### src/rtl/div_unit.sv
// div_unit: multi-cycle radix-2 restoring divider for DIV/DIVU.
// Quotient goes to lo, remainder to hi; one quotient bit per cycle.
module div_unit #(
    parameter int WIDTH = 32
) (
    input  logic             clk,
    input  logic             rst,
    input  logic             start,
    input  logic             is_signed,
    input  logic [WIDTH-1:0] a,
    input  logic [WIDTH-1:0] b,
    input  logic             cancel,
    output logic             busy,
    output logic             done,
    output logic [WIDTH-1:0] lo,
    output logic [WIDTH-1:0] hi,
    output logic             div_by_zero
);
    localparam int CW = $clog2(WIDTH + 1);
    typedef enum logic [1:0] {IDLE, CALC, FIN, DZ} state_t;
    state_t           state;
    logic [WIDTH-1:0] rem, quo, dvs;
    logic [CW-1:0]    cnt;
    logic             sign_q, sign_r;
    logic             a_neg, b_neg, ge;
    logic [WIDTH-1:0] a_mag, b_mag, diff;
    logic [WIDTH:0]   shl;
    always_comb begin
        a_neg = is_signed & a[WIDTH-1];
        b_neg = is_signed & b[WIDTH-1];
        a_mag = a_neg ? -a : a;
        b_mag = b_neg ? -b : b;
        // trial value is WIDTH+1 bits so the borrow of the subtract is never lost
        shl   = {rem, quo[WIDTH-1]};
        ge    = shl >= {1'b0, dvs};
        diff  = shl[WIDTH-1:0] - dvs;
    end
    always_ff @(posedge clk) begin
        if (rst) begin
            state       <= IDLE;
            busy        <= 1'b0;
            done        <= 1'b0;
            lo          <= '0;
            hi          <= '0;
            div_by_zero <= 1'b0;
            rem         <= '0;
            quo         <= '0;
            dvs         <= '0;
            cnt         <= '0;
            sign_q      <= 1'b0;
            sign_r      <= 1'b0;
        end else if (cancel) begin
            state <= IDLE;
            busy  <= 1'b0;
            done  <= 1'b0;
        end else begin
            done <= 1'b0;
            case (state)
                IDLE: if (start) begin
                    // on divide-by-zero quo carries the raw dividend through to hi
                    state  <= (b == '0) ? DZ : CALC;
                    busy   <= 1'b1;
                    quo    <= (b == '0) ? a : a_mag;
                    dvs    <= b_mag;
                    sign_q <= a_neg ^ b_neg;
                    sign_r <= a_neg;
                    rem    <= '0;
                    cnt    <= CW'(WIDTH);
                end
                CALC: begin
                    rem   <= ge ? diff : shl[WIDTH-1:0];
                    quo   <= {quo[WIDTH-2:0], ge};
                    cnt   <= cnt - CW'(1);
                    state <= (cnt == CW'(1)) ? FIN : CALC;
                end
                FIN: begin
                    lo          <= sign_q ? -quo : quo;
                    hi          <= sign_r ? -rem : rem;
                    div_by_zero <= 1'b0;
                    done        <= 1'b1;
                    busy        <= 1'b0;
                    state       <= IDLE;
                end
                DZ: begin
                    lo          <= '1;
                    hi          <= quo;
                    div_by_zero <= 1'b1;
                    done        <= 1'b1;
                    busy        <= 1'b0;
                    state       <= IDLE;
                end
                default: state <= IDLE;
            endcase
        end
    end
endmodule

### config.mk
export PLATFORM = sky130hd
export DESIGN_NAME = div_unit
export DESIGN_NICKNAME = d
export VERILOG_FILES = /design/src/rtl/div_unit.sv
export SDC_FILE = /design/constraint.sdc
export NUM_CORES = 1
export LEC_CHECK = 0
export ABC_CLOCK_PERIOD_IN_PS = 3900
export CORE_UTILIZATION = 30
export CTS_BUF_LIST = sky130_fd_sc_hd__clkbuf_8 sky130_fd_sc_hd__clkbuf_16
export DETAILED_ROUTE_END_ITERATION = 10
export DONT_BUFFER_PORTS = 1
export PLACE_DENSITY_LB_ADDON = 0.3
export SLEW_MARGIN = 10
export SYNTH_ARGS = -nofsm -noshare
export SYNTH_HDL_FRONTEND = slang
export SYNTH_SLANG_ARGS = --single-unit
export TNS_END_PERCENT = 10
### constraint.sdc
create_clock -name clk -period 3.9 [get_ports clk]
set_input_delay 1.17 -clock clk [delete_from_list [all_inputs] [get_ports clk]]
set_output_delay 1.17 -clock clk [all_outputs]
set_load 0.1 [all_outputs]
Word-level counts from Yosys, hierarchy flattened --
Cells that the tools add are included.
Operators by class: equality and inequality tests 5, $add $sub $neg 6, bitwise logic cells 4, mux-type cells 22, shift operators 0, reduce and logical (&&, ||, !) cells 11, div/mod/pow operators 0, order comparisons 1, $mul 0
Operator list (number):
- 2-to-1 mux 32 bit | 8
- case mux 32 bit (2 select lines) | 4
- negator 32 bit | 4
- >= comparator 33 x 32 -> 1 bit | 1
- zero test 32 bit | 1
- subtractor 32 bit | 1
- case mux 6 bit (2 select lines) | 1
- == test 6 x 1 -> 1 bit, second input constant | 1
- 2-to-1 mux 2 bit | 3
- 2-to-1 mux 6 bit | 1
- case mux 2 bit (3 select lines) | 1
- AND reduction 3 bit | 2
- nonzero test 2 bit | 3
- subtractor 6 x 1 -> 6 bit, second input constant | 1
- == test 2 bit, second input constant | 2
- case mux 1 bit (2 select lines) | 2
- AND reduction 2 bit | 2
- OR reduction 2 bit | 2
- AND 1 bit | 2
- == test 2 x 1 -> 1 bit, second input constant | 1
- zero test 2 bit | 1
- 2-to-1 mux 1 bit | 2
- inequality test 2 bit, second input constant | 1
- NOT 1 bit | 1
- XOR 1 bit | 1
Storage, ports and cells: bits of input ports 69, output and inout bits 67, memory bits (read-only) 0, flip-flop bits (word level) 173, memories kept 0, bits in writable memories 0, word-level logic and storage cells 61, bits in latches 0

Longest topological paths before layout --
Gate-level depths: netlist of run 1.
depth in word-level cells 5, depth in mapped cells 13

Worst setup path before layout of run 1 --
No wires, ideal clock.
path type input to register, start point input b[0], end point register quo[29], path buffers 2, required time 3.830 ns, setup slack -0.129 ns, arrival 3.959 ns, stages on the path 13, path through inv_1 -> ha_1 -> nor3b_1 -> nand4b_4 -> or4b_4 -> or4_4 -> and3_4 -> buf_6 -> buf_6 -> o41ai_1 -> xor2_1 -> a211o_1 -> a21oi_1
Between the ends: longest elaborated chain between the ends 4
RTL lines:
- start: declaration | line 11 | input logic [WIDTH-1:0] b,
- zero test 32 bit | line 63 | quo <= (b == '0) ? a : a_mag;
- 2-to-1 mux 32 bit | line 63
- 2-to-1 mux 32 bit | line 59 | IDLE: if (start) begin
- case mux 32 bit (2 select lines) | line 58 | case (state)
- end signal: assignment | line 63
- end signal: assignment | line 72 | quo <= {quo[WIDTH-2:0], ge};
- end: declaration | line 22 | logic [WIDTH-1:0] rem, quo, dvs;
No other way between the ends. The select of a mux whose other input is x is not followed. A chain may end at the register's enable or synchronous reset.

Worst setup path after layout of run 1 --
start point input b[18], end point register quo[12]
The elaborated chain is that of the path after synthesis.

==> impl_metrics.sql, run 1 <==
INSERT INTO impl_metrics (metric_group, metric, value, unit) VALUES
('status', 'run_status', 'finished clean', ''),
('sta', 'timing_hold_violations_final', '0', ''),
('synth', 'syn_area_per_cell', '7.566', 'sq um'),
('power_and_ir_drop', 'ir_drop', '0.0002919', 'V'),
('synth', 'synth_mux_area_share', '2.527', '%'),
('detailed_routing', 'detail_route.wirelength', '35840', 'um'),
('sta', 'tightestPinTransition', '1.087', 'ns'),
('die', 'die_width', '194.3', 'um'),
('clock_tree', 'clk_pin_slew', '0.07', 'ns'),
('power_and_ir_drop', 'cellInternalPower', '3.067', 'mW'),
('synth', 'synth_cell_type_count', '63', ''),
('critical_path', 'reg2reg_depth', '12', ''),
('die', 'height_of_the_die', '194.3', 'um'),
('place', 'buffer_ports.inserted', '0', ''),
('sta', 'setup-violations-final', '0', ''),
('detailed_routing', 'routed_wire_length_per_instance', '18.78', 'um'),
('die', 'std_cell_rows', '70', ''),
('hold_path', 'holdPathStages', '2', ''),
('critical_path', 'r2r_start', 'dvs[20]$_SDFFE_PP0P_', ''),
('sta', 'final.period_utilization', '93.94', '%'),
('clock_tree', 'cts_repair_resize_count', '0', ''),
('sta', 'whs', '0.4794', 'ns'),
('power_and_ir_drop', 'power-per-cell-area', '352.5', 'mW/mm^2'),
('synth', 'syn_nets', '1574', ''),
('clock_tree', 'numCtsBuffers', '17', ''),
('hold_path', 'min_path_type', 'register to register', ''),
('critical_path', 'timing_worst_setup_path_type', 'primary input to register', ''),
('finish', 'final_net_count', '1535', ''),
('clock_tree', 'clock_path_buffers', '2', ''),
('global_routing', 'grt.overflow.total', '0', ''),
('power_and_ir_drop', 'clkPwrFrac', '40.3', '%'),
('place', 'final_replace_weighted_congestion', '0.8703', ''),
('global_routing', 'number_of_global_route_vias_before_repair', '9520', ''),
('power_and_ir_drop', 'leak', '4.582', 'nW'),
('critical_path', 'crit_required', '4.26', 'ns'),
('synth', 'synth-edff-count', '0', ''),
('clock_tree', 'clkSinkCount', '173', ''),
('global_routing', 'maximum_number_of_pins_on_one_net_before_global_route_repair', '134', ''),
('finish', 'postLayoutCellArea', '0.01225', 'sq mm'),
('global_routing', 'number_of_antenna_violations_at_the_first_check_in_global_routing', '0', ''),
('synth', 'synth_compound_area_share', '24.46', '%'),
('sta', 'finalCriticalPeriod', '3.664', 'ns'),
('detailed_routing', 'drt-vias-per-instance', '5.361', ''),
('synth', 'ys_seq_elements', '173', ''),
('detailed_routing', 'route.antenna.remaining_nets', '0', ''),
('synth', 'synth-seq-area-share', '31.22', '%'),
('finish', 'fillerInstances', '3884', ''),
('synth', 'post_synth_xor_area_fraction', '11.37', '%'),
('power_and_ir_drop', 'pwr-share-seq', '44.0', '%'),
('sta', 'finalMaxSlewViolations', '0', ''),
('critical_path', 'crit_arrival', '4.03', 'ns'),
('power_and_ir_drop', 'combinationalPowerShare', '15.7', '%'),
('detailed_routing', 'drt_first_iter_violations', '802', ''),
('die', 'core_region_area', '0.03652', 'sq mm'),
('power_and_ir_drop', 'p_sw', '1.253', 'mW'),
('detailed_routing', 'via_count', '10230', ''),
('synth', 'synthArstFlopShare', '0', '%'),
('clock_tree', 'insertion_delay', '0.44', 'ns'),
('critical_path', 'reg2reg_to', 'rem[0]$_SDFFE_PP0P_', ''),
('clock_tree', 'cts_hold_repair.buffers', '0', ''),
('finish', 'drive_above_1_share', '6.597', '%'),
('global_routing', 'grt_util_all_layers', '18.90', '%'),
('synth', 'netlist_top_cells_area', 'sky130_fd_sc_hd__dfxtp_1 (31%), sky130_fd_sc_hd__nand2_1 (7.3%), sky130_fd_sc_hd__xor2_1 (5.8%)', ''),
('detailed_routing', 'dr.pass1.iters', '7', ''),
('sta', 'max_freq', '0.2730', 'GHz'),
('clock_tree', 'cts_htree_levels', '4', ''),
('place', 'dpl-instance-area', '0.01167', 'sq mm'),
('finish', 'antenna_cells_inserted', '0', ''),
('synth', 'synth-adder-area-share', '4.467', '%'),
('synth', 'synth.largest_area_cell', 'sky130_fd_sc_hd__dfxtp_1', ''),
('synth', 'synth_simple_gate_area_share', '20.63', '%');
## critical path, cell delays in order
cell and delay [ns]:
sky130_fd_sc_hd__or4_4 0.53, sky130_fd_sc_hd__nor4_2 0.15, sky130_fd_sc_hd__buf_4 0.17, sky130_fd_sc_hd__or4b_4 0.47, sky130_fd_sc_hd__or4_4 0.58, sky130_fd_sc_hd__nand3_2 0.29, sky130_fd_sc_hd__a21oi_1 0.10, sky130_fd_sc_hd__xnor2_1 0.14
sky130_fd_sc_hd__a211o_1 0.29, sky130_fd_sc_hd__a21oi_1 0.14
## layout make-up
| class | instances | area (sq um) | area share (%) |
|---|---|---|---|
| Sequential cell | 173 | 3465 | 28.28 |
| Inverter | 59 | 221.5 | 1.807 |
| Timing Repair Buffer | 36 | 282.8 | 2.308 |
| Clock inverter | 14 | 142.6 | 1.164 |
| Clock buffer | 18 | 439.2 | 3.584 |
| Multi-Input combinational cell | 1140 | 7117 | 58.08 |
| Tap cell | 468 | 585.6 | 4.779 |
## per-layer routing
layer	vias up	GRT usage [%]	wire length [um]
li1	5125	-	-
met1	4752	26.94	17410
met2	319	28.02	15280
met3	32	3.775	2286
met4	0	6.584	872
met5	-	0	0
## sequential cells by signal, summed over array words and instances, names as in the netlist
name and count:
dvs 32, hi 32, lo 32, quo 32
rem 32, cnt 6, state 2, busy 1
div_by_zero 1, done 1, sign_q 1, sign_r 1
## cells in the mapped netlist (all sizes together), types with 14 or more instances
library cell,number
nand3,19
or3,16
nor3,35
ha,38
a211oi,28
o22ai,28
nor2,127
xnor2,70
inv,59
xor2,74
a21o,16
o31ai,26
clkbuf,83
nand2,216
o41ai,17
a21oi,112
nand2b,14
o21ai,123
mux2i,28
or4,18
dfxtp,173
a211o,24
## power by group through the flow
stage	logic, mW	registers [mW]	clock network (mW)
after floorplan	0.563	1.90	0
after global placement	0.664	1.94	0
after detailed placement	0.671	1.94	0
after CTS	0.673	1.90	1.78
after global routing	0.754	1.91	1.85
final	0.677	1.90	1.74
## per-stage QoR
step                      TNS (ns)  std cells  worst slack [ns]  util, %  power (mW)
after CTS                        0       1908            0.2386    33.55       4.356
after detailed placement    -3.563       1876           -0.2239    31.96       2.613
after floorplan            -0.4097       1466          -0.07059        -       2.463
after global placement      -2.610       1876           -0.1759    31.96       2.602
final                            0       1908            0.2364    33.55       4.320
after global routing             0       1908            0.1071    33.55       4.517
## layout by cell type, fill, tap and decap left out, drive strengths merged, types with 13 or more instances in the layout
cell type / netlist / layout
inv: 59 / 63
xor2: 74 / 74
or4: 18 / 18
clkbuf: 83 / 18
a211oi: 28 / 28
o22ai: 28 / 28
nand3: 19 / 19
buf: 11 / 36
nor4: 13 / 13
o21ai: 123 / 123
a21oi: 112 / 112
dfxtp: 173 / 173
o41ai: 17 / 17
xnor2: 70 / 70
or3: 16 / 16
mux2i: 28 / 28
ha: 38 / 38
nand2b: 14 / 14
a211o: 24 / 24
a21o: 16 / 16
nor3: 35 / 35
nor2: 127 / 127
o31ai: 26 / 26
nand2: 216 / 216
## logic make-up (layout without fill, tap and decap cells)
kind of cell | count (synthesis) | count (layout)
AO/OA/AOI/OAI | 430 | 430
buffers and inverters | 153 | 127
XOR/XNOR | 144 | 144
flip-flops | 173 | 173
AND/OR/NAND/NOR | 499 | 499
adder cells (fa/ha/maj) | 39 | 39
multiplexers | 28 | 28
## worst max-delay path by stage
| stage | slack, ns | startpoint | to |
|---|---|---|---|
| after detailed placement | -0.22 | b[18] | quo[12]$_SDFFE_PP0P_ |
| after global placement | -0.18 | b[18] | quo[6]$_SDFFE_PP0P_ |
| after global routing | 0.11 | b[18] | quo[24]$_SDFFE_PP0P_ |
| final | 0.24 | b[18] | quo[12]$_SDFFE_PP0P_ |
| after floorplan | -0.07 | b[4] | quo[10]$_SDFFE_PP0P_ |
| after CTS | 0.24 | b[18] | quo[12]$_SDFFE_PP0P_ |
Note: power is estimated with default switching activity, not from simulation.
==> run 2: changes to the inputs <==
--- a/config.mk
+++ b/config.mk
@@ -10,6 +10,7 @@
 export CTS_BUF_LIST = sky130_fd_sc_hd__clkbuf_8 sky130_fd_sc_hd__clkbuf_16
 export DETAILED_ROUTE_END_ITERATION = 10
 export DONT_BUFFER_PORTS = 1
+export MAX_ROUTING_LAYER = met4
 export PLACE_DENSITY_LB_ADDON = 0.3
 export SLEW_MARGIN = 10
 export SYNTH_ARGS = -nofsm -noshare
==> impl_metrics.sql, run 2 (same netlist as run 1, synthesis figures left out) <==
INSERT INTO impl_metrics (metric_group, metric, value, unit) VALUES
('clock_tree', 'numCtsBuffers', '17', ''),
('global_routing', 'first_pass_grt_wire_length', '55920', 'um'),
('clock_tree', 'clk_pin_slew', '0.07', 'ns'),
('finish', 'fillerInstances', '3893', ''),
('status', 'run_status', 'finished clean', ''),
('critical_path', 'worst-path-max-fanout', '13', ''),
('detailed_routing', 'drt-vias-per-instance', '5.350', ''),
('die', 'dieArea', '0.03775', 'sq mm'),
('critical_path', 'cp-start-kind', 'primary input', ''),
('finish', 'final_standard_cell_count_with_taps_included_and_fillers_excluded', '1906', ''),
('critical_path', 'timing_worst_setup_path_type', 'primary input to register', ''),
('place', 'placed_cells_incl_taps', '1874', ''),
('clock_tree', 'root_buffer', 'sky130_fd_sc_hd__clkbuf_16', ''),
('critical_path', 'crit_arrival', '4.00', 'ns'),
('sta', 'tightestPinTransition', '1.108', 'ns'),
('sta', 'timing.slew.headroom', '26.13', '%'),
('sta', 'finalMaxSlewViolations', '0', ''),
('sta', 'final.period_utilization', '92.87', '%'),
('global_routing', 'grt_use_met2', '28.58', '%'),
('finish', 'post-route-util', '33.69', '%'),
('detailed_routing', 'route.antenna.remaining_nets', '0', ''),
('global_routing', 'grt.overflow.total', '0', ''),
('global_routing', 'maximum_number_of_pins_on_one_net_before_global_route_repair', '134', ''),
('die', 'num_io_pins', '136', ''),
('detailed_routing', 'detail_route.wirelength', '35730', 'um'),
('detailed_routing', 'dr.pass1.iters', '5', ''),
('clock_tree', 'insertion_delay', '0.45', 'ns'),
('finish', 'final_net_count', '1533', ''),
('global_routing', 'number_of_antenna_violations_at_the_first_check_in_global_routing', '0', ''),
('power_and_ir_drop', 'power-per-cell-area', '362.0', 'mW/mm^2'),
('sta', 'whs', '0.4872', 'ns'),
('finish', 'layout.cells.most_common', 'sky130_fd_sc_hd__nand2_1', ''),
('die', 'core_region_area', '0.03652', 'sq mm'),
('finish', 'ff_latch_area', '0.003465', 'sq mm'),
('die', 'die_width', '194.3', 'um'),
('clock_tree', 'postCtsSetupBuffers', '0', ''),
('place', 'buffer_ports.inserted', '0', ''),
('global_routing', 'grtUsageMet3', '3.322', '%'),
('detailed_routing', 'via_count', '10200', ''),
('place', 'final_replace_weighted_congestion', '0.8868', ''),
('finish', 'flow.area_growth_from_synthesis', '10.92', '%'),
('global_routing', 'grt_util_all_layers', '19.35', '%'),
('die', 'std_cell_rows', '70', ''),
('critical_path', 'crit_required', '4.28', 'ns'),
('clock_tree', 'clock_path_buffers', '2', ''),
('sta', 'finalCriticalPeriod', '3.622', 'ns'),
('global_routing', 'grt.busiest_layer', 'met2', ''),
('finish', 'layout_common_cells', 'sky130_fd_sc_hd__nand2_1 (216), sky130_fd_sc_hd__dfxtp_1 (172), sky130_fd_sc_hd__nor2_1 (126), sky130_fd_sc_hd__o21ai_0 (120), sky130_fd_sc_hd__a21oi_1 (111)', ''),
('sta', 'clock_skew', '0.01620', 'ns'),
('clock_tree', 'cts_tree', 'built', ''),
('hold_path', 'min_path_type', 'register to register', ''),
('sta', 'max_freq', '0.2761', 'GHz'),
('power_and_ir_drop', 'ir_drop', '0.0003072', 'V'),
('die', 'height_of_the_die', '194.3', 'um'),
('power_and_ir_drop', 'leak', '4.597', 'nW'),
('sta', 'setup-violations-final', '0', ''),
('sta', 'grt_setup_unrepaired', 'no', ''),
('detailed_routing', 'drt_first_iter_violations', '687', ''),
('detailed_routing', 'post-route-drc-count', '0', ''),
('power_and_ir_drop', 'total_power', '4.454', 'mW'),
('clock_tree', 'cts_repair_resize_count', '0', ''),
('finish', 'antenna_cells_inserted', '0', ''),
('clock_tree', 'cts_hold_repair.buffers', '0', ''),
('finish', 'drive_above_1_share', '6.537', '%'),
('global_routing', 'grtUsageMet1', '26.73', '%'),
('detailed_routing', 'routed_wire_length_per_instance', '18.75', 'um'),
('global_routing', 'number_of_global_route_vias_before_repair', '9682', ''),
('run', 'maxCapViolations', '0', ''),
('sta', 'timing_hold_violations_final', '0', ''),
('die', 'floorplan.initialDensity', '30.37', '%'),
('clock_tree', 'cts_htree_levels', '4', ''),
('critical_path', 'critical_path_end_type', 'register', ''),
('clock_tree', 'clkSinkCount', '173', ''),
('finish', 'multi_input_logic_area', '0.007117', 'sq mm'),
('place', 'hpwlAfterDp', '27150', 'um');
## run 2: cell types whose count changed in the layout (fill, tap and decap cells not counted)
| cell | before | now |
|---|---|---|
| sky130_fd_sc_hd__clkinvlp_4 | 2 | 0 |
| sky130_fd_sc_hd__clkinv_4 | 2 | 0 |
| sky130_fd_sc_hd__buf_4 | 35 | 32 |
| sky130_fd_sc_hd__bufinv_16 | 2 | 3 |
| sky130_fd_sc_hd__inv_6 | 3 | 7 |
| sky130_fd_sc_hd__clkinv_2 | 4 | 1 |
| sky130_fd_sc_hd__inv_1 | 60 | 59 |
| sky130_fd_sc_hd__inv_8 | 0 | 2 |
| sky130_fd_sc_hd__buf_12 | 1 | 2 |
| sky130_fd_sc_hd__clkinv_8 | 0 | 1 |
## run 2: final cells by class
cell class	instances	area share (%)
Multi-Input combinational cell	1140	57.85
Sequential cell	173	28.16
Tap cell	468	4.760
Clock buffer	18	3.570
Timing Repair Buffer	34	2.278
Inverter	59	1.800
Clock inverter	14	1.586
## run 2: stage by stage
stage	setup TNS (ns)	worst slack (ns)	cell area [sq um]
floorplan	-0.4097	-0.07059	11140
global placement	-2.543	-0.1596	11670
detailed placement	-3.412	-0.1967	11670
CTS	0	0.2846	12300
global route	0	0.1464	12300
finish	0	0.2782	12300
## run 2: final timing paths
check / from / end / slack, ns / cells past startpoint
worst min-delay path: dvs[0]$_SDFFE_PP0P_ / dvs[0]$_SDFFE_PP0P_ / 0.49 / 2
worst max register to register: quo[31]$_SDFFE_PP0P_ / rem[30]$_SDFFE_PP0P_ / 0.57 / 13
worst min register to register: dvs[0]$_SDFFE_PP0P_ / dvs[0]$_SDFFE_PP0P_ / 0.49 / 2
worst max-delay path: b[18] / quo[24]$_SDFFE_PP0P_ / 0.28 / 10
## run 2: layer usage
metal / up-vias / share of wire (%) / routed length [um]
li1: 5111 / - / -
met1: 4799 / 50 / 17810
met2: 253 / 43 / 15330
met3: 35 / 5.0 / 1793
met4: 0 / 2.2 / 790
met5: - / 0 / 0
## run 2: where the power goes
| part | leakage [nW] | switching, mW | internal, mW |
|---|---|---|---|
| registers | 1.40 | 0.0835 | 1.82 |
| logic | 2.88 | 0.392 | 0.286 |
| clock network | 0.314 | 0.819 | 1.05 |
| total | 4.60 | 1.30 | 3.16 |
## run 2: worst max-delay path: stages
cell                      delay (ns)
sky130_fd_sc_hd__or4_4          0.53
sky130_fd_sc_hd__nor4_2         0.15
sky130_fd_sc_hd__buf_4          0.17
sky130_fd_sc_hd__or4b_4         0.48
sky130_fd_sc_hd__or4_4          0.58
sky130_fd_sc_hd__nand3_2        0.28
sky130_fd_sc_hd__a21oi_1        0.09
sky130_fd_sc_hd__xnor2_1        0.14
sky130_fd_sc_hd__a211o_1        0.29
sky130_fd_sc_hd__a21oi_1        0.12
